===== src/rtl/mem_port_arbiter_40_if.sv =====
// mem_port_arbiter_40_if
// Bundles the pipeline and DMA request/response signals together with the
// memory-side strobe/address/data signals of mem_port_arbiter_40.
// The arbiter connects through the slave modport; requesters and the RAM
// model connect through the master modport.
interface mem_port_arbiter_40_if #(
    parameter int AW = 32,
    parameter int DW = 32
);
    // pipeline (MEM stage) requester
    logic          p_req_40;
    logic          p_we_40;
    logic [AW-1:0] p_addr_40;
    logic [DW-1:0] p_wdata_40;
    logic [DW-1:0] p_rdata_40;
    logic          p_done_40;
    logic          p_stall_40;

    // DMA / debug requester
    logic          d_req_40;
    logic          d_we_40;
    logic [AW-1:0] d_addr_40;
    logic [DW-1:0] d_wdata_40;
    logic [DW-1:0] d_rdata_40;
    logic          d_done_40;

    // single-port data memory
    logic          m_en_40;
    logic          m_we_40;
    logic [AW-1:0] m_addr_40;
    logic [DW-1:0] m_wdata_40;
    logic [DW-1:0] m_rdata_40;

    // status
    logic          busy_40;

    modport slave (
        input  p_req_40, p_we_40, p_addr_40, p_wdata_40,
        input  d_req_40, d_we_40, d_addr_40, d_wdata_40,
        input  m_rdata_40,
        output p_rdata_40, p_done_40, p_stall_40,
        output d_rdata_40, d_done_40,
        output m_en_40, m_we_40, m_addr_40, m_wdata_40,
        output busy_40
    );

    modport master (
        output p_req_40, p_we_40, p_addr_40, p_wdata_40,
        output d_req_40, d_we_40, d_addr_40, d_wdata_40,
        output m_rdata_40,
        input  p_rdata_40, p_done_40, p_stall_40,
        input  d_rdata_40, d_done_40,
        input  m_en_40, m_we_40, m_addr_40, m_wdata_40,
        input  busy_40
    );
endinterface


===== src/rtl/mem_port_arbiter_40.sv =====
// mem_port_arbiter_40
// Shares the single-port data memory between the pipeline MEM stage and a
// DMA/debug requester. Each access is sequenced IDLE -> ISSUE -> WAIT -> DONE
// through a fixed-latency memory; the owner gets a one-cycle done pulse.
// Pipeline has fixed priority over DMA.
// Optional build macro: MEMARB_STARVE_GUARD_EN -- when defined, a starvation
// counter forces a DMA grant after STARVE_MAX consecutive pipeline grants
// taken while DMA was waiting.
// Read data is captured into the owner's rdata register on the clock edge
// that ends the DONE cycle (the memory drives valid data during DONE), so the
// registered rdata is visible from the cycle after the done pulse.
module mem_port_arbiter_40 #(
    parameter int AW         = 32,
    parameter int DW         = 32,
    parameter int MEM_LAT    = 2,
    parameter int STARVE_MAX = 8
) (
    input  logic                 clk_40,
    input  logic                 rst_40,
    mem_port_arbiter_40_if.slave bus
);

    typedef enum logic [1:0] {
        IDLE  = 2'd0,
        ISSUE = 2'd1,
        WAIT  = 2'd2,
        DONE  = 2'd3
    } state_t;

    localparam logic [2:0] LAT_LOAD = 3'(MEM_LAT - 1);

    // elaboration-time guard on the legal parameter ranges
    if (MEM_LAT < 1 || MEM_LAT > 7) begin : g_bad_mem_lat
        $error("mem_port_arbiter_40: MEM_LAT must be 1..7");
    end
    if (STARVE_MAX < 1 || STARVE_MAX > 15) begin : g_bad_starve_max
        $error("mem_port_arbiter_40: STARVE_MAX must be 1..15");
    end

    state_t        state;
    logic          owner_d;     // 1: current access belongs to DMA
    logic [2:0]    lat_cnt;
    logic          m_en_q;
    logic          m_we_q;
    logic [AW-1:0] m_addr_q;
    logic [DW-1:0] m_wdata_q;
    logic [DW-1:0] p_rdata_q;
    logic [DW-1:0] d_rdata_q;
    logic          p_done_q;
    logic          d_done_q;
    logic          any_req;
    logic          grant_d;     // DMA wins the arbitration this IDLE cycle

    assign any_req = bus.p_req_40 | bus.d_req_40;

`ifdef MEMARB_STARVE_GUARD_EN
    localparam logic [3:0] STARVE_LIM = 4'(STARVE_MAX);

    logic [3:0] starve_cnt;

    // Pipeline priority, overridden once DMA has waited through STARVE_MAX pipeline grants.
    always_comb begin
        grant_d = bus.d_req_40 & (~bus.p_req_40 | (starve_cnt == STARVE_LIM));
    end

    // Count pipeline grants taken while DMA is waiting; clear on DMA grant or DMA idle.
    always_ff @(posedge clk_40 or negedge rst_40) begin
        if (!rst_40) begin
            starve_cnt <= 4'd0;
        end else if (!bus.d_req_40) begin
            starve_cnt <= 4'd0;
        end else if (state == IDLE && any_req) begin
            if (grant_d) begin
                starve_cnt <= 4'd0;
            end else if (starve_cnt != 4'hF) begin
                starve_cnt <= starve_cnt + 4'd1;
            end
        end
    end
`else
    // Strict pipeline priority: DMA only wins when the pipeline is not asking.
    always_comb begin
        grant_d = bus.d_req_40 & ~bus.p_req_40;
    end
`endif

    // Access sequencer: arbitrate and latch in IDLE, strobe once, count latency, return data.
    always_ff @(posedge clk_40 or negedge rst_40) begin
        if (!rst_40) begin
            state     <= IDLE;
            owner_d   <= 1'b0;
            lat_cnt   <= 3'd0;
            m_en_q    <= 1'b0;
            m_we_q    <= 1'b0;
            m_addr_q  <= '0;
            m_wdata_q <= '0;
            p_rdata_q <= '0;
            d_rdata_q <= '0;
            p_done_q  <= 1'b0;
            d_done_q  <= 1'b0;
        end else begin
            m_en_q   <= 1'b0;
            p_done_q <= 1'b0;
            d_done_q <= 1'b0;
            unique case (state)
                IDLE: begin
                    if (any_req) begin
                        owner_d   <= grant_d;
                        m_we_q    <= grant_d ? bus.d_we_40    : bus.p_we_40;
                        m_addr_q  <= grant_d ? bus.d_addr_40  : bus.p_addr_40;
                        m_wdata_q <= grant_d ? bus.d_wdata_40 : bus.p_wdata_40;
                        m_en_q    <= 1'b1;
                        state     <= ISSUE;
                    end
                end
                ISSUE: begin
                    lat_cnt <= LAT_LOAD;
                    if (MEM_LAT == 1) begin
                        state    <= DONE;
                        p_done_q <= ~owner_d;
                        d_done_q <= owner_d;
                    end else begin
                        state <= WAIT;
                    end
                end
                WAIT: begin
                    lat_cnt <= lat_cnt - 3'd1;
                    if (lat_cnt == 3'd1) begin
                        state    <= DONE;
                        p_done_q <= ~owner_d;
                        d_done_q <= owner_d;
                    end
                end
                DONE: begin
                    if (!m_we_q) begin
                        if (owner_d) begin
                            d_rdata_q <= bus.m_rdata_40;
                        end else begin
                            p_rdata_q <= bus.m_rdata_40;
                        end
                    end
                    state <= IDLE;
                end
                default: state <= IDLE;
            endcase
        end
    end

    assign bus.m_en_40    = m_en_q;
    assign bus.m_we_40    = m_we_q;
    assign bus.m_addr_40  = m_addr_q;
    assign bus.m_wdata_40 = m_wdata_q;
    assign bus.p_rdata_40 = p_rdata_q;
    assign bus.d_rdata_40 = d_rdata_q;
    assign bus.p_done_40  = p_done_q;
    assign bus.d_done_40  = d_done_q;
    assign bus.busy_40    = (state != IDLE);
    // Stall is held low while reset is asserted so every output reads 0 in reset.
    assign bus.p_stall_40 = rst_40 & bus.p_req_40 & ~p_done_q;

endmodule


===== src/flat_wrapper.sv =====
// flat-port wrapper written by rule: the top's interface ports become plain ports
module mem_port_arbiter_40_flat 
#(
    parameter int AW         = 32,
    parameter int DW         = 32,
    parameter int MEM_LAT    = 2,
    parameter int STARVE_MAX = 8
)
  (clk_40, rst_40, bus_p_req_40, bus_p_we_40, bus_p_addr_40, bus_p_wdata_40, bus_d_req_40, bus_d_we_40, bus_d_addr_40, bus_d_wdata_40, bus_m_rdata_40, bus_p_rdata_40, bus_p_done_40, bus_p_stall_40, bus_d_rdata_40, bus_d_done_40, bus_m_en_40, bus_m_we_40, bus_m_addr_40, bus_m_wdata_40, bus_busy_40);
  mem_port_arbiter_40_if #(.AW(AW), .DW(DW)) bus_i ();
  input  logic clk_40;
  input  logic rst_40;
  input wire logic [$bits(bus_i.p_req_40)-1:0] bus_p_req_40;
  input wire logic [$bits(bus_i.p_we_40)-1:0] bus_p_we_40;
  input wire logic [$bits(bus_i.p_addr_40)-1:0] bus_p_addr_40;
  input wire logic [$bits(bus_i.p_wdata_40)-1:0] bus_p_wdata_40;
  input wire logic [$bits(bus_i.d_req_40)-1:0] bus_d_req_40;
  input wire logic [$bits(bus_i.d_we_40)-1:0] bus_d_we_40;
  input wire logic [$bits(bus_i.d_addr_40)-1:0] bus_d_addr_40;
  input wire logic [$bits(bus_i.d_wdata_40)-1:0] bus_d_wdata_40;
  input wire logic [$bits(bus_i.m_rdata_40)-1:0] bus_m_rdata_40;
  output wire logic [$bits(bus_i.p_rdata_40)-1:0] bus_p_rdata_40;
  output wire logic [$bits(bus_i.p_done_40)-1:0] bus_p_done_40;
  output wire logic [$bits(bus_i.p_stall_40)-1:0] bus_p_stall_40;
  output wire logic [$bits(bus_i.d_rdata_40)-1:0] bus_d_rdata_40;
  output wire logic [$bits(bus_i.d_done_40)-1:0] bus_d_done_40;
  output wire logic [$bits(bus_i.m_en_40)-1:0] bus_m_en_40;
  output wire logic [$bits(bus_i.m_we_40)-1:0] bus_m_we_40;
  output wire logic [$bits(bus_i.m_addr_40)-1:0] bus_m_addr_40;
  output wire logic [$bits(bus_i.m_wdata_40)-1:0] bus_m_wdata_40;
  output wire logic [$bits(bus_i.busy_40)-1:0] bus_busy_40;
  assign bus_i.p_req_40 = bus_p_req_40;
  assign bus_i.p_we_40 = bus_p_we_40;
  assign bus_i.p_addr_40 = bus_p_addr_40;
  assign bus_i.p_wdata_40 = bus_p_wdata_40;
  assign bus_i.d_req_40 = bus_d_req_40;
  assign bus_i.d_we_40 = bus_d_we_40;
  assign bus_i.d_addr_40 = bus_d_addr_40;
  assign bus_i.d_wdata_40 = bus_d_wdata_40;
  assign bus_i.m_rdata_40 = bus_m_rdata_40;
  assign bus_p_rdata_40 = bus_i.p_rdata_40;
  assign bus_p_done_40 = bus_i.p_done_40;
  assign bus_p_stall_40 = bus_i.p_stall_40;
  assign bus_d_rdata_40 = bus_i.d_rdata_40;
  assign bus_d_done_40 = bus_i.d_done_40;
  assign bus_m_en_40 = bus_i.m_en_40;
  assign bus_m_we_40 = bus_i.m_we_40;
  assign bus_m_addr_40 = bus_i.m_addr_40;
  assign bus_m_wdata_40 = bus_i.m_wdata_40;
  assign bus_busy_40 = bus_i.busy_40;
  mem_port_arbiter_40 #(.AW(AW), .DW(DW), .MEM_LAT(MEM_LAT), .STARVE_MAX(STARVE_MAX)) u_core (.clk_40(clk_40), .rst_40(rst_40), .bus(bus_i));
endmodule

===== config.mk =====
export PLATFORM = sky130hd
export DESIGN_NAME = mem_port_arbiter_40_flat
export DESIGN_NICKNAME = d
export VERILOG_FILES = /design/src/rtl/mem_port_arbiter_40_if.sv /design/src/rtl/mem_port_arbiter_40.sv /design/src/flat_wrapper.sv
export SDC_FILE = /design/constraint.sdc
export NUM_CORES = 1
export LEC_CHECK = 0
export ABC_AREA = 0
export CAP_MARGIN = 20
export CORE_MARGIN = 1
export CORE_UTILIZATION = 40
export DETAILED_ROUTE_END_ITERATION = 8
export PLACE_DENSITY_LB_ADDON = 0.2
export RECOVER_POWER = 50
export SLEW_MARGIN = 10
export SYNTH_ARGS = -nofsm -noshare
export SYNTH_HDL_FRONTEND = slang
export SYNTH_SLANG_ARGS = --single-unit

===== constraint.sdc =====
create_clock -name clk_40 -period 2 [get_ports clk_40]
set_clock_uncertainty 0.05 [all_clocks]
set_input_delay 0.2 -clock clk_40 [delete_from_list [all_inputs] [get_ports clk_40]]
set_output_delay 0.2 -clock clk_40 [all_outputs]
set_load 0.05 [all_outputs]

==> metrics.txt <==
Cells after Synth=459; I/O Buffers=~300; Slew @ Worst Pin=1.25 ns; starting density of the core=roughly two fifths; P_leak=0.00417 uW; die area=approximately 15000 sq um; Sink Count=roughly 140; Pre-antenna DRT Iters=4; status=completed; CP required=about 1.8 ns; VDD IR max=0.990 mV; Rows=43; largest net degree at the start of global routing=between 80 and 90; crit path kind=flop to output port; sequential-to-total area share from yosys stat=58.7%; H-tree depth=4; Top delay family on crit path=buffers and inverters; worst skew pair latency=~0.41 ns; Rel. slew slack=approximately 17%; CP Cell Sequence=clkdlybuf4s50_1; GR Overflow Total=0; slowest cell delay on critical path=approximately 0.84 ns; layout cells sized above 1=about an eighth; io pins=300; detail-routed via count per cell=4.87; crit-path max FO=4; CTS Buf Count=17; Worst-path clk slew=roughly 0.05 ns; min cycle time layout=around 1.9 ns; Max clock buf depth=2; Remaining DRCs=0; Syn Area/Cell=around 13 sq um; Ant. Diodes=0; commonest non-fill, non-tap cell in the layout=clkdlybuf4s50_1; Final Hold Viols=0; PD cells=between 1500 and 2000 nW/um^2; final net count=940; buffers and inverters on the worst path=1; synthesized net count=between 600 and 700; Die Y=between 100 and 150 um; CP Capture Type=output port; initial antenna violation count=0; first-pass GRT wire length=24400 um; Final Cycle Share=between 90 and 100%; CP max-delay cell=clkdlybuf4s50_1; routed wire length per instance=between 15 and 20 um; Final TNS setup=0 ns; Yosys reg bits=between 100 and 150; GR Util All Layers=about 22%; DRT Wirelength=roughly 16000 um; DP HPWL=around 12000 um; Syn Std Cell Area=~5900 sq um; synth-to-layout area growth=66.4%; Die Wd=123 um; final setup fails=0; post-CTS sizing=0; most frequent cells in the layout=296 x clkdlybuf4s50_1, 138 x dfrtp_1, 66 x nand2_1; DRT iter0 DRCs=193; Final Slew Violations=0; Max Cap Violations=0; Yosys warning count=0; worst hold path class=input pin to asynchronous set/reset pin; vias in the first global route=a little under 5000; core area=14100 sq um; Final GP Congestion=approximately 0.75; vias after detailed routing=around 4700; RSZ-0062 raised after global routing=no; CTS tree=yes; Yosys cell types=28; Routed Antenna Nets=0; fmax=about 520 MHz; CTS root buffer=clkbuf_16; Startpoint Class=flop; power consumption=19200 uW; CP arrival=around 1.7 ns
state kept, by name, summed over array words and instances, names as in the netlist:
register,count
u_core.bus.d_done_40,1
u_core.owner_d,1
u_core.state,2
u_core.bus.d_rdata_40,32
u_core.bus.m_we_40,1
u_core.bus.m_en_40,1
u_core.bus.m_addr_40,32
u_core.bus.p_done_40,1
u_core.bus.p_rdata_40,32
u_core.lat_cnt,3
u_core.bus.m_wdata_40,32
per-stage QoR:
step | setup WS, ns | instances | area, sq um | util (%) | hold slack (ns)
global placement | 0.303 | 928 | 9110 | 64.7 | -0.0467
CTS | 0.0482 | 960 | 9830 | 69.8 | 0.162
detailed placement | 0.249 | 928 | 9110 | 64.7 | -0.0454
finish | 0.0820 | 960 | 9790 | 69.4 | 0.154
floorplan | 0.341 | 459 | 5880 | - | -0.146
global route | 0.0195 | 960 | 9790 | 69.4 | 0.132
logic make-up (layout without fill, tap and decap cells):
| group | after synthesis | count (layout) | share of synthesized area, % |
|---|---|---|---|
| flip-flops | 138 | 138 | 58.7 |
| multiplexers | 130 | 130 | 23.5 |
| AND/OR/NAND/NOR | 77 | 77 | 5.70 |
| AO/OA/AOI/OAI | 74 | 74 | 6.55 |
| buffers and inverters | 34 | 355 | 4.27 |
| adder cells (fa/ha/maj) | 6 | 6 | 1.28 |
worst paths after layout:
| path | startpoint | end | slack, ns | depth (start not counted) |
|---|---|---|---|---|
| max reg2reg | u_core.state[0] | u_core.bus.m_wdata_40[19] | 0.19 | 5 |
| min | rst_40 | u_core.owner_d | 0.15 | 2 |
| min in group clk_40 | bus_d_wdata_40[15] | u_core.bus.m_wdata_40[15] | 0.36 | 3 |
| max in group asynchronous | rst_40 | u_core.bus.m_wdata_40[2] | 0.37 | 3 |
| max | u_core.bus.m_we_40 | bus_m_we_40 | 0.08 | 1 |
| min reg2reg | u_core.bus.p_rdata_40[0] | u_core.bus.p_rdata_40[0] | 0.43 | 1 |
repair_timing:
action,4_1_cts,5_1_grt
hold buffers,1,0
endpoints found under the hold margin,138,0
setup endpoints to repair,0,0
buffers inserted,0,0
layer usage:
metal / GRT usage [%] / wire, um / vias to the layer above
li1: - / - / 2216
met5: 0 / 0 / -
met3: 9.13 / 1670 / 26
met1: 22.3 / 5880 / 2230
met2: 38.7 / 8390 / 207
met4: 8.96 / 377 / 0
Yosys cell counts, drive strengths merged:
| master | count | area, sq um |
|---|---|---|
| dfrtp | 138 | 3450 |
| o21ai | 68 | 344 |
| nand2 | 66 | 248 |
| mux2 | 65 | 732 |
| mux2i | 65 | 651 |
| buf | 21 | 200 |
| inv | 7 | 26.3 |
| clkbuf | 6 | 25.0 |
| ha | 6 | 75.1 |
| a21oi | 3 | 15.0 |
| nand3b | 3 | 22.5 |
| nor3b | 3 | 27.5 |
| and4 | 1 | 8.76 |
| nand2b | 1 | 6.26 |
| nand3 | 1 | 5.00 |
| nor2 | 1 | 3.75 |
| nor2b | 1 | 13.8 |
| o21a | 1 | 7.51 |
| o2bb2ai | 1 | 8.76 |
| o32a | 1 | 10.0 |
cell type report:
cell class                 count  area [sq um]
fill                        1010          4310
sequential                   138          3450
timing repair buffer         317          3180
multi-input combinational    287          2190
clock buffer                  19           443
clock inverter                12           268
tap                          180           225
inverter                       7          26.3
report_power, final:
part / switching, uW / internal (uW) / total [uW] / leakage [uW]
clock: 1190 / 2620 / 3810 / 0.000347
combinational: 6770 / 3690 / 10500 / 0.00215
sequential: 748 / 4190 / 4940 / 0.00167
No activity file was read; power rests on OpenSTA's default activity.
